<file path="src/rtl/bcd_pkg.sv">
// Shared types and constants for the sequential binary-to-BCD converter.
package bcd_pkg;

    localparam int unsigned BCD_W = 4;

    typedef enum logic [1:0] {
        StIdle,
        StShift,
        StDone
    } bcd_state_e;

    // ceil(width * log10(2)) in integer arithmetic.
    function automatic int unsigned bcd_digits_for(int unsigned width);
        return (width * 30103 + 99999) / 100000;
    endfunction

endpackage

</file>
<file path="src/rtl/bin_to_bcd_seq_if.sv">
// Start/done handshake and result bus between a requester and bin_to_bcd_seq.
interface bin_to_bcd_seq_if #(
    parameter int unsigned BIN_W  = 32,
    parameter int unsigned DIGITS = bcd_pkg::bcd_digits_for(BIN_W)
);
    import bcd_pkg::*;

    logic                      start;
    logic [BIN_W-1:0]          bin_in;
    logic                      ready;
    logic                      busy;
    logic                      done;
    logic [BCD_W*DIGITS-1:0]   bcd_out;
    logic [DIGITS-1:0]         blank;
    logic                      overflow;

    modport master (
        output start, bin_in,
        input  ready, busy, done, bcd_out, blank, overflow
    );

    modport slave (
        input  start, bin_in,
        output ready, busy, done, bcd_out, blank, overflow
    );

endinterface

</file>
<file path="src/rtl/bcd_add3.sv">
// One double-dabble correction cell: adds 3 to a BCD digit of 5 or more.
module bcd_add3
    import bcd_pkg::*;
(
    input  logic [BCD_W-1:0] din,
    output logic [BCD_W-1:0] dout
);

    assign dout = (din >= BCD_W'(5)) ? din + BCD_W'(3) : din;

endmodule

</file>
<file path="src/rtl/bin_to_bcd_seq.sv">
// Sequential double-dabble converter: one input bit per clock, registered result,
// overflow flag and leading-zero blank mask.
module bin_to_bcd_seq #(
    parameter int unsigned BIN_W  = 32,
    parameter int unsigned DIGITS = bcd_pkg::bcd_digits_for(BIN_W)
) (
    input logic             clk,
    input logic             rst,
    bin_to_bcd_seq_if.slave bus
);
    import bcd_pkg::*;

    localparam int unsigned BCD_TOT = BCD_W * DIGITS;
    localparam int unsigned CNT_W   = $clog2(BIN_W + 1);
    localparam logic [DIGITS-1:0] BLANK_RST = ~DIGITS'(1);

    bcd_state_e          state_q, state_d;
    logic [BIN_W-1:0]    shift_q;
    logic [BCD_TOT-1:0]  bcd_q;
    logic [BCD_TOT-1:0]  bcd_adj;
    logic [CNT_W-1:0]    cnt_q;
    logic                ovf_q;

    logic [BCD_TOT-1:0]  bcd_out_q;
    logic [DIGITS-1:0]   blank_q;
    logic                overflow_q;
    logic                done_q;

    logic                ready;
    logic                load;
    logic                do_shift;
    logic                finish;
    logic [DIGITS-1:0]   blank_mask;
    logic                upper_zero;

    for (genvar g = 0; g < DIGITS; g++) begin : g_add3
        bcd_add3 u_add3 (
            .din  (bcd_q[g*BCD_W +: BCD_W]),
            .dout (bcd_adj[g*BCD_W +: BCD_W])
        );
    end

    always_ff @(posedge clk) begin
        if (rst) begin
            state_q <= StIdle;
        end else begin
            state_q <= state_d;
        end
    end

    always_comb begin
        state_d = state_q;
        unique case (state_q)
            StIdle:  if (bus.start) state_d = StShift;
            StShift: if (cnt_q == CNT_W'(1)) state_d = StDone;
            StDone:  state_d = StIdle;
            default: state_d = StIdle;
        endcase
    end

    always_comb begin
        ready    = (state_q == StIdle);
        load     = (state_q == StIdle) && bus.start;
        do_shift = (state_q == StShift);
        finish   = (state_q == StDone);
    end

    // Digit k is blank when it and every digit above it are zero; digit 0 never blanks.
    always_comb begin
        blank_mask = '0;
        upper_zero = 1'b1;
        for (int k = int'(DIGITS) - 1; k >= 1; k--) begin
            upper_zero    = upper_zero && (bcd_q[k*BCD_W +: BCD_W] == '0);
            blank_mask[k] = upper_zero;
        end
    end

    always_ff @(posedge clk) begin
        if (rst) begin
            shift_q    <= '0;
            bcd_q      <= '0;
            cnt_q      <= '0;
            ovf_q      <= 1'b0;
            bcd_out_q  <= '0;
            blank_q    <= BLANK_RST;
            overflow_q <= 1'b0;
            done_q     <= 1'b0;
        end else begin
            done_q <= finish;
            if (load) begin
                shift_q <= bus.bin_in;
                bcd_q   <= '0;
                cnt_q   <= CNT_W'(BIN_W);
                ovf_q   <= 1'b0;
            end else if (do_shift) begin
                shift_q <= shift_q << 1;
                bcd_q   <= {bcd_adj[BCD_TOT-2:0], shift_q[BIN_W-1]};
                cnt_q   <= cnt_q - CNT_W'(1);
                // A bit leaving the top digit means the value no longer fits.
                if (bcd_adj[BCD_TOT-1]) ovf_q <= 1'b1;
            end
            if (finish) begin
                bcd_out_q  <= bcd_q;
                blank_q    <= blank_mask;
                overflow_q <= ovf_q;
            end
        end
    end

    assign bus.ready    = ready;
    assign bus.busy     = ~ready;
    assign bus.done     = done_q;
    assign bus.bcd_out  = bcd_out_q;
    assign bus.blank    = blank_q;
    assign bus.overflow = overflow_q;

endmodule

</file>
<file path="src/flat_wrapper.sv">
// flat-port wrapper written by rule: the top's interface ports become plain ports
module bin_to_bcd_seq_flat import bcd_pkg::*;
#(
    parameter int unsigned BIN_W  = 32,
    parameter int unsigned DIGITS = bcd_pkg::bcd_digits_for(BIN_W)
)
  (clk, rst, bus_start, bus_bin_in, bus_ready, bus_busy, bus_done, bus_bcd_out, bus_blank, bus_overflow);
  bin_to_bcd_seq_if #(.BIN_W(BIN_W), .DIGITS(DIGITS)) bus_i ();
  input logic clk;
  input logic rst;
  input wire logic [$bits(bus_i.start)-1:0] bus_start;
  input wire logic [$bits(bus_i.bin_in)-1:0] bus_bin_in;
  output wire logic [$bits(bus_i.ready)-1:0] bus_ready;
  output wire logic [$bits(bus_i.busy)-1:0] bus_busy;
  output wire logic [$bits(bus_i.done)-1:0] bus_done;
  output wire logic [$bits(bus_i.bcd_out)-1:0] bus_bcd_out;
  output wire logic [$bits(bus_i.blank)-1:0] bus_blank;
  output wire logic [$bits(bus_i.overflow)-1:0] bus_overflow;
  assign bus_i.start = bus_start;
  assign bus_i.bin_in = bus_bin_in;
  assign bus_ready = bus_i.ready;
  assign bus_busy = bus_i.busy;
  assign bus_done = bus_i.done;
  assign bus_bcd_out = bus_i.bcd_out;
  assign bus_blank = bus_i.blank;
  assign bus_overflow = bus_i.overflow;
  bin_to_bcd_seq #(.BIN_W(BIN_W), .DIGITS(DIGITS)) u_core (.clk(clk), .rst(rst), .bus(bus_i));
endmodule
</file>
<file path="config.mk">
export PLATFORM = sky130hd
export DESIGN_NAME = bin_to_bcd_seq_flat
export DESIGN_NICKNAME = d
export VERILOG_FILES = /design/src/rtl/bcd_pkg.sv /design/src/rtl/bin_to_bcd_seq_if.sv /design/src/rtl/bcd_add3.sv /design/src/rtl/bin_to_bcd_seq.sv /design/src/flat_wrapper.sv
export SDC_FILE = /design/constraint.sdc
export NUM_CORES = 1
export LEC_CHECK = 0
export BUFFER_PORTS_ARGS = -buffer_cell sky130_fd_sc_hd__buf_4
export CORE_ASPECT_RATIO = 0.9
export CORE_MARGIN = 10
export CORE_UTILIZATION = 40
export CTS_CLUSTER_SIZE = 24
export DETAILED_ROUTE_END_ITERATION = 12
export GPL_TIMING_DRIVEN = 0
export SLEW_MARGIN = 20
export SYNTH_ARGS = -nofsm -noshare
export SYNTH_HDL_FRONTEND = slang
export SYNTH_SLANG_ARGS = --single-unit
export TNS_END_PERCENT = 50
</file>
<file path="constraint.sdc">
create_clock -name clk -period 2.5 [get_ports clk]
set_input_delay 0.375 -clock clk [delete_from_list [all_inputs] [get_ports clk]]
set_output_delay 0.375 -clock clk [all_outputs]
set_load 0.05 [all_outputs]
</file>
### Word-level counts from Yosys, hierarchy flattened

Index checks and enable logic that the tools add are counted.

* word-level logic and storage cells: 77
* flip-flop bits (word level): 132

* bitwise logic cells: 1
* add/sub/neg operators: 11
* eq/ne operators: 5
* order comparisons: 10
* muxes and demuxes: 17
* reduce and logical (&&, ||, !) cells: 23

Operators with widths (count)
* $mux 32: 2
* $add 4x2->4 const B: 10
* $ge 4x3->1 const B: 10
* $mux 4: 10
* $logic_not 4->1: 9
* $mux 6: 2
* $logic_and 1x1->1: 9
* $eq 6x1->1 const B: 1
* $sub 6x1->6 const B: 1
* $mux 2: 2
* $ne 2x2->1 const B: 2
* $pmux 2 s2: 1
* $reduce_and 2->1: 2
* $eq 2x1->1 const B: 1
* $eq 2x2->1 const B: 1
* $logic_not 2->1: 1
* $reduce_bool 2->1: 1
* $reduce_or 2->1: 1
* $not 1->1: 1

### Longest topological paths before layout

Gate-level depths: netlist of the first run.

* depth after elaboration: 9
* depth in mapped cells: 6
* depth with buffers taken out: 6

### By module

Synthesis of the first run repeated with hierarchy kept, for this count alone.

* cells, all modules: 752
* area total of the unflattened synthesis: 5831.8 um^2

By module, submodules not included
* bin_to_bcd_seq: sequential area each 2642.5 um^2, area each 4818.4 um^2, times used 1, cells each 592
* bcd_add3: sequential area each 0.0 um^2, area each 101.3 um^2, times used 10, cells each 16

### Least setup slack after synthesis of the first run

Ideal clock, no wire load.

* path kind: register to output
* start: register u_core.state_q[0]
* end: output bus_busy
* cell stages (with the launch flop): 3
* arrival: 1.569 ns
* buffers on the path: 0
* data required time: 2.125 ns
* setup slack: 0.556 ns
* cells stage by stage: dfxtp_1 -> nor2_1 -> inv_1

* word-level cells in the longest chain between the ends: 2

RTL lines
* start, declared: line bin_to_bcd_seq.sv:17 `bcd_state_e state_q, state_d;`
* start signal, assigned: line bin_to_bcd_seq.sv:45 `state_q <= StIdle;`
* start signal, assigned: line bin_to_bcd_seq.sv:47 `state_q <= state_d;`
* $logic_not 2->1: line bin_to_bcd_seq.sv:62 `ready = (state_q == StIdle);`
* via bus_ready: line flat_wrapper.sv:13 `output wire logic [$bits(bus_i.ready)-1:0] bus_ready;`
* $not 1->1: line bin_to_bcd_seq.sv:111 `assign bus.busy = ~ready;`
* end, declared: line flat_wrapper.sv:14 `output wire logic [$bits(bus_i.busy)-1:0] bus_busy;`

The timed path passes the listed nets, and every way through them passes these cells.

### Final worst setup path of the first run

* start: register u_core.bcd_q[32]
* end: register u_core.blank_q[1] (netlist: u_core.bus.blank[1])

* word-level cells in the longest chain between the ends: 9

RTL lines
* start, declared: line bin_to_bcd_seq.sv:19 `logic [BCD_TOT-1:0] bcd_q;`
* start signal, assigned: line bin_to_bcd_seq.sv:97 `bcd_q <= {bcd_adj[BCD_TOT-2:0], shift_q[BIN_W-1]};`
* $logic_not 4->1: line bin_to_bcd_seq.sv:73 `upper_zero = upper_zero && (bcd_q[k*BCD_W +: BCD_W] == '0);`
* $logic_and 1x1->1 (8 in series): line bin_to_bcd_seq.sv:73
* end signal, assigned: line bin_to_bcd_seq.sv:104 `blank_q <= blank_mask;`
* end, declared: line bin_to_bcd_seq.sv:25 `logic [DIGITS-1:0] blank_q;`

No other way between the ends.
A chain may end at the register's enable or synchronous reset.

==> results of run 1 <==
[layout by cell type (no fill, tap or decap), drive strengths merged, types with 22 or more instances in the layout]
master,count
a21oi,107
inv,24
clkbuf,36
nor2,22
nand3,29
dfxtp,132
ha,30
o21ai,23
a22oi,31
nand2,150
or3,22
buf,122
[sequential cells by signal, indices dropped and copies added, names as in the netlist]
name                 flops
u_core.bus.done          1
u_core.shift_q          32
u_core.cnt_q             6
u_core.state_q           2
u_core.bus.bcd_out      40
u_core.bus.blank         9
u_core.bcd_q            40
u_core.bus.overflow      1
u_core.ovf_q             1
[synthesized netlist by cell type (2+ instances only)]
cell,count
nor2_1,22
nand2b_1,11
xor2_1,7
nand3_1,29
ha_1,30
buf_4,2
a21oi_1,107
nor3_1,2
nor3b_1,9
xnor2_1,6
nand2_1,150
dfxtp_1,132
buf_2,32
a211o_1,2
a22oi_1,31
inv_1,24
clkbuf_1,11
a31oi_1,15
o22ai_1,5
or3_1,22
nor4b_2,2
o21ai_0,22
a211oi_1,10
[power by group]
part           internal, µW  switching [µW]  leakage (µW)
clock                  1450             864      0.000273
sequential             2160            39.4       0.00107
combinational           154             275       0.00135
[through the flow]
step / utilization [%] / cells
finish: 51.3 / 1011
global route: 51.3 / 1011
CTS: 51.3 / 1011
detailed placement: 47.4 / 981
global placement: 47.4 / 981
floorplan: - / 701
[final cells by class]
cell class / instances / area, µm²
Tap cell: 193 / 241
Clock inverter: 5 / 50.0
Clock buffer: 25 / 495
Fill cell: 1367 / 6870
Buffer: 46 / 228
Inverter: 24 / 90.1
Multi-Input combinational cell: 499 / 2830
Timing Repair Buffer: 87 / 653
Sequential cell: 132 / 2640
[how the worst max path moves through the flow]
| stage | endpoint | depth (start not counted) |
|---|---|---|
| 4_1_cts | u_core.bus.blank[1]$_SDFFE_PP1P_ | 6 |
| 2_1_floorplan | bus_busy | 2 |
| 3_5_place_dp | u_core.bus.blank[1]$_SDFFE_PP1P_ | 6 |
| 3_3_place_gp | u_core.bus.blank[1]$_SDFFE_PP1P_ | 6 |
| 6_report | u_core.bus.blank[1]$_SDFFE_PP1P_ | 6 |
| 5_1_grt | u_core.bus.blank[1]$_SDFFE_PP1P_ | 6 |
[per-layer routing]
metal	routed length, µm	vias up	track usage [%]
met5	0	-	0
met4	191	0	5.28
met3	790	19	4.98
met2	8030	127	27.6
met1	7370	2507	19.9
li1	-	2637	-
[worst max-delay path, cell delays in order, from the launching register on]
cell and delay (ps):
dfxtp_1 340, inv_1 130, ha_1 150, nor3b_1 480, and4_1 400, nand4_1 150, o21ai_1 160
[cell families after synthesis]
family | after synthesis
buf+inv | 70
flops | 132
simple gates | 259
other cells | 1
fa+ha+maj | 30
compound gates | 196
xor+xnor | 13
==> qor.log, run 1 <==
qor: yosys.synthTopCellsByArea dfxtp_1 (46%), nand2_1 (9.7%), a21oi_1 (9.2%), ha_1 (6.5%), a22oi_1 (4.0%)
qor: critical_path.setup.worst_path.start u_core.bcd_q[32]$_SDFFE_PP0P_
qor: hold_path.holdCritPathClass in -> reg
qor: power.cellPowerDensity 684 mW/mm²
qor: grt.antenna_found_initial 0
qor: yosys.synth_compound_gate_area_share 19.5%
qor: routing.total_wirelength_of_the_detailed_routed_design 16400 µm
qor: placed_design.dp_slack 646 ps
qor: floorplan.initial_utilization 41.1%
qor: clock_network.cts_setup_buffers 0
qor: yosys.synth.yosys.warnings 0
qor: floorplan.fp.dieArea 0.0197 mm²
qor: clock_network.clk_path_buf_depth 2
qor: yosys.number_of_synthesized_flops_with_an_enable_pin 0
qor: yosys.synth_area_in_xor_xnor 1.97%
qor: critical_path.reg2reg_setup_slack 610 ps
qor: yosys.synth_largest_area_cell dfxtp_1
qor: critical_path.critical_path_end_type register
qor: routing.drc 0
qor: yosys.yosys.area_share.adder 6.48%
qor: routing.via_count 5290
qor: floorplan.num_io_pins 89
qor: timing.tightestPinTransition 704 ps
qor: floorplan.rows 41
qor: grt.largest_net_degree_at_the_start_of_global_routing 17
qor: yosys.async_reset_ff_share 0%
qor: critical_path.reg2reg_from u_core.bcd_q[32]$_SDFFE_PP0P_
qor: critical_path.setup.worst_path.start_class register
qor: critical_path.worst-setup-path-type reg -> reg
qor: timing.slew_violations 0
qor: floorplan.design.core.area 0.0141 mm²
qor: yosys.main_combinational_cell_family_by_area_after_synthesis simple AND/OR/NAND/NOR gates
qor: clock_network.tritoncts_num_sinks 132
qor: critical_path.reg2reg_depth 6
qor: yosys.syn-mean-instance-area 8.27 µm²
qor: placed_design.place.gp.congestion 0.804
qor: grt.via_count_of_the_first_global_routing_pass 5336
qor: timing.postLayoutSetupSlackWorst 613 ps
qor: critical_path.critPathArrivalTime 2240 ps
qor: floorplan.die_h 134 µm
qor: critical_path.cp_data_required_time 2850 ps
qor: power.vdd.ir_drop.worst 490 µV
qor: power.power 4950 µW
qor: placed_design.dpl-instance-area 0.00669 mm²
qor: yosys.ys_dominant_reg_cell dfxtp_1
qor: routing.mean_routed_wirelength_per_cell 16.2 µm
qor: final_layout.drive_above_1_share 18.8%
qor: hold_path.min_path_cells 3
qor: grt.grt_pass1_wl 26500 µm
qor: timing.finalCritPeriodShare 75.5%
qor: placed_design.detailed_placement_hpwl 11800 µm
qor: timing.fmax 530 MHz
qor: clock_network.cts_buffer_count 17
qor: critical_path.crit_fanout 5
qor: power.p_leak 0.00269 µW
qor: timing.max-slew-margin-rel 53.1%
qor: critical_path.r2r_end u_core.bus.blank[1]$_SDFFE_PP1P_
qor: yosys.synth_mux_area_share 0%
qor: yosys.synth.top_cell.area_share 45.6%
qor: yosys.netlist-cell-type-count 41
qor: clock_network.cts.repair.resized 0
qor: yosys.postSynthCellCount 701
qor: routing.first_drt_pass_iteration_count 5
qor: clock_network.clk_pin_slew_worst_paths 60 ps
qor: clock_network.hold_bufs_inserted_after_cts 0
qor: hold_path.min-delay-start bus_bin_in[0]
qor: routing.drt_iter0_drcs 311
qor: timing.finalSetupViolCount 0
qor: floorplan.die_width 147 µm
qor: yosys.ys_seq_elements 132
qor: timing.timing.hold.ws 218 ps
qor: grt.grt_overflow_total 0
qor: timing.timing_hold_violations_final 0
qor: yosys.postSynthNetCount 766
qor: routing.antenna_left 0
qor: clock_network.clockRootBuffer clkbuf_16
qor: final_layout.antenna_cells_inserted 0
qor: status.run_status finished clean
qor: flow_run.drv.max_cap_violation_count 0
qor: yosys.mappedNetlistArea 0.00579 mm²
qor: timing.grt_setup_unrepaired no
qor: timing.final.setup_skew 5.65 ps
qor: yosys.post_synth_and_or_nand_nor_area_fraction 20.9%
qor: timing.timing.final.crit_period 1890 ps
qor: final_layout.layout.nets 872
qor: yosys.yosysSeqAreaShare 45.6%
qor: timing.fin_tns_setup 0 ps
qor: hold_path.min_delay_worst_endpoint u_core.shift_q[0]$_SDFFE_PP0P_
qor: final_layout.finalInstanceArea 0.00723 mm²
qor: clock_network.clk_latency 420 ps
qor: clock_network.htreeDepth 4
qor: clock_network.cts_tree yes
qor: routing.via_density 5.23
qor: placed_design.port_buffers 87
qor: grt.gr-usage-all-layers 16.5%
qor: final_layout.area_growth_syn_to_layout 24.9%
Power figures use the tool's default switching activity.
==> inputs of run 2 (changes only) <==
==> constraint.sdc (replaced) <==
create_clock -name clk -period 1.9 [get_ports clk]
set_input_delay 0.285 -clock clk [delete_from_list [all_inputs] [get_ports clk]]
set_output_delay 0.285 -clock clk [all_outputs]
set_load 0.05 [all_outputs]
==> run 2 against run 1 <==
  * Sequential share of layout area is essentially flat
  * Via count shrank 0.15%
  * Final cell count stayed put
  * Register-to-register slack worse by 500 ps
  * Utilization hardly changed
  * Non-clock buffer count did not move
  * Highest routed layer unchanged
  * Combinational power increased by 32%
  * Global-route usage is the same
  * Maximum frequency is 5.7% higher
==> qor.log, run 2 (synthesis gave the netlist of run 1 again) <==
qor: placed_design.port_buffers 87
qor: critical_path.cpMaxStageDelayCell nor3b_4
qor: timing.grt_setup_unrepaired no
qor: final_layout.layout.cells.most_common nand2_1
qor: floorplan.die_h 134 µm
qor: critical_path.worst_path_largest_cell_delay 410 ps
qor: flow_run.drv.max_cap_violation_count 0
qor: final_layout.layout.area.seq 0.00264 mm²
qor: timing.finalSetupViolCount 0
qor: clock_network.clk_pin_slew_worst_paths 60 ps
qor: grt.grt_pass1_wl 26500 µm
qor: routing.drc 0
qor: floorplan.die_width 147 µm
qor: critical_path.reg2reg_setup_slack 110 ps
qor: critical_path.setup.worst_path.start_class register
qor: power.total_switching_power 1550 µW
qor: clock_network.tritoncts_num_sinks 132
qor: routing.mean_routed_wirelength_per_cell 16.2 µm
qor: timing.timing.final.crit_period 1790 ps
qor: clock_network.clockRootBuffer clkbuf_16
qor: floorplan.fp.dieArea 0.0197 mm²
qor: clock_network.htreeDepth 4
qor: power.sw_frac_of_total 23.9%
qor: power.cellPowerDensity 900 mW/mm²
qor: floorplan.num_io_pins 89
qor: floorplan.design.core.area 0.0141 mm²
qor: final_layout.layout.cells.most_common_list nand2_1 (150), dfxtp_1 (132), a21oi_1 (107)
qor: grt.gr-usage-all-layers 16.5%
qor: placed_design.place.gp.congestion 0.804
qor: critical_path.crit_chain nor3b_4 -> or2_1 -> buf_2 -> buf_2 -> a21oi_1
qor: clock_network.cts_setup_buffers 0
qor: grt.largest_net_degree_at_the_start_of_global_routing 17
qor: timing.fin_tns_setup 0 ps
qor: final_layout.layout.nets 872
qor: grt.via_count_of_the_first_global_routing_pass 5336
qor: clock_network.clk_latency 420 ps
qor: timing.timing_hold_violations_final 0
qor: final_layout.area_growth_syn_to_layout 24.9%
qor: final_layout.multi_input_area 0.00284 mm²
qor: clock_network.clk_path_buf_depth 2
qor: routing.via_count 5282
qor: routing.first_drt_pass_iteration_count 6
qor: grt.antenna_found_initial 0
qor: timing.max-slew-margin-rel 51.7%
qor: critical_path.worst-setup-path-type reg -> reg
qor: power.relative_contribution_of_combinational_cells_to_total_power 8.7%
qor: critical_path.crit_fanout 10
qor: clock_network.cts_buffer_count 17
qor: timing.final.setup_skew 5.47 ps
qor: power.p_leak 0.00269 µW
qor: critical_path.critPathArrivalTime 2080 ps
qor: final_layout.antenna_cells_inserted 0
qor: grt.grt_overflow_total 0
qor: routing.drt_iter0_drcs 362
qor: placed_design.detailed_placement_hpwl 11800 µm
qor: timing.fmax 560 MHz
qor: routing.via_density 5.22
qor: timing.tightestPinTransition 725 ps
qor: routing.total_wirelength_of_the_detailed_routed_design 16400 µm
qor: power.vdd.ir_drop.worst 648 µV
qor: critical_path.cp_data_required_time 2190 ps
qor: power.power 6510 µW
qor: critical_path.critical_path_end_type register
qor: hold_path.holdCritPathClass in -> reg
qor: floorplan.initial_utilization 41.1%
qor: power.seq_power_share 44.5%
qor: final_layout.drive_above_1_share 18.9%
qor: clock_network.cts_tree yes
qor: floorplan.rows 41
qor: power.p_clk_share 46.9%
qor: final_layout.n_fill_cell 1365
qor: status.run_status finished clean
qor: timing.slew_violations 0
qor: timing.finalCritPeriodShare 94.0%
qor: critical_path.worst_path_most_repeated_cell buf_2
qor: routing.antenna_left 0
qor: power.internal_power 4960 µW
## run 2: power groups by stage
stage / clock, µW / combinational [µW] / sequential (µW)
5_1_grt: 3240 / 617 / 2900
4_1_cts: 3100 / 563 / 2890
3_5_place_dp: 0 / 560 / 2950
3_3_place_gp: 0 / 548 / 2950
6_report: 3050 / 566 / 2900
2_1_floorplan: 0 / 353 / 2940
## run 2: layout make-up
class / count / share of cell area [%]
multi-input combinational: 499 / 39.2
sequential: 132 / 36.5
timing repair buffer: 87 / 9.02
clock buffer: 25 / 6.84
tap: 193 / 3.34
buffer: 46 / 3.15
inverter: 24 / 1.24
clock inverter: 5 / 0.691
## run 2: routing by layer
layer	vias up	global-route usage (%)	wire (µm)
met5	-	0	0
met4	0	5.22	197
met3	20	4.98	875
met2	143	27.6	7990
met1	2488	19.9	7310
li1	2631	-	-
## run 2: critical path: cells and delay by family, from the launching register on
family	cells	cell delay, ps
compound gates	1	80
simple gates	2	580
flops	1	390
buf+inv	2	610
## run 2: stage by stage
step	instances	hold WS (ps)	setup slack [ps]	area, µm²	utilization [%]
5_1_grt	1011	122	10.3	7240	51.3
2_1_floorplan	701	421	45.9	5790	-
4_1_cts	1011	116	25.2	7230	51.3
3_3_place_gp	981	436	50.2	6690	47.4
6_report	1011	128	115	7240	51.3
3_5_place_dp	981	447	45.9	6690	47.4
## run 2: final timing paths
| path | start | to | depth (start not counted) |
|---|---|---|---|
| worst max-delay path | u_core.state_q[1]$_SDFFE_PP0P_ | u_core.bcd_q[7]$_SDFFE_PP0P_ | 5 |
| worst max register to register | u_core.state_q[1]$_SDFFE_PP0P_ | u_core.bcd_q[7]$_SDFFE_PP0P_ | 5 |
| worst min register to register | u_core.bus.bcd_out[10]$_SDFFE_PP0P_ | u_core.bus.bcd_out[10]$_SDFFE_PP0P_ | 2 |
| worst min-delay path | bus_bin_in[0] | u_core.shift_q[0]$_SDFFE_PP0P_ | 3 |
## run 2: timing repair
action                     CTS  global route
resized for setup            0             1
hold buffers                 0             0
setup endpoints to repair    0             4
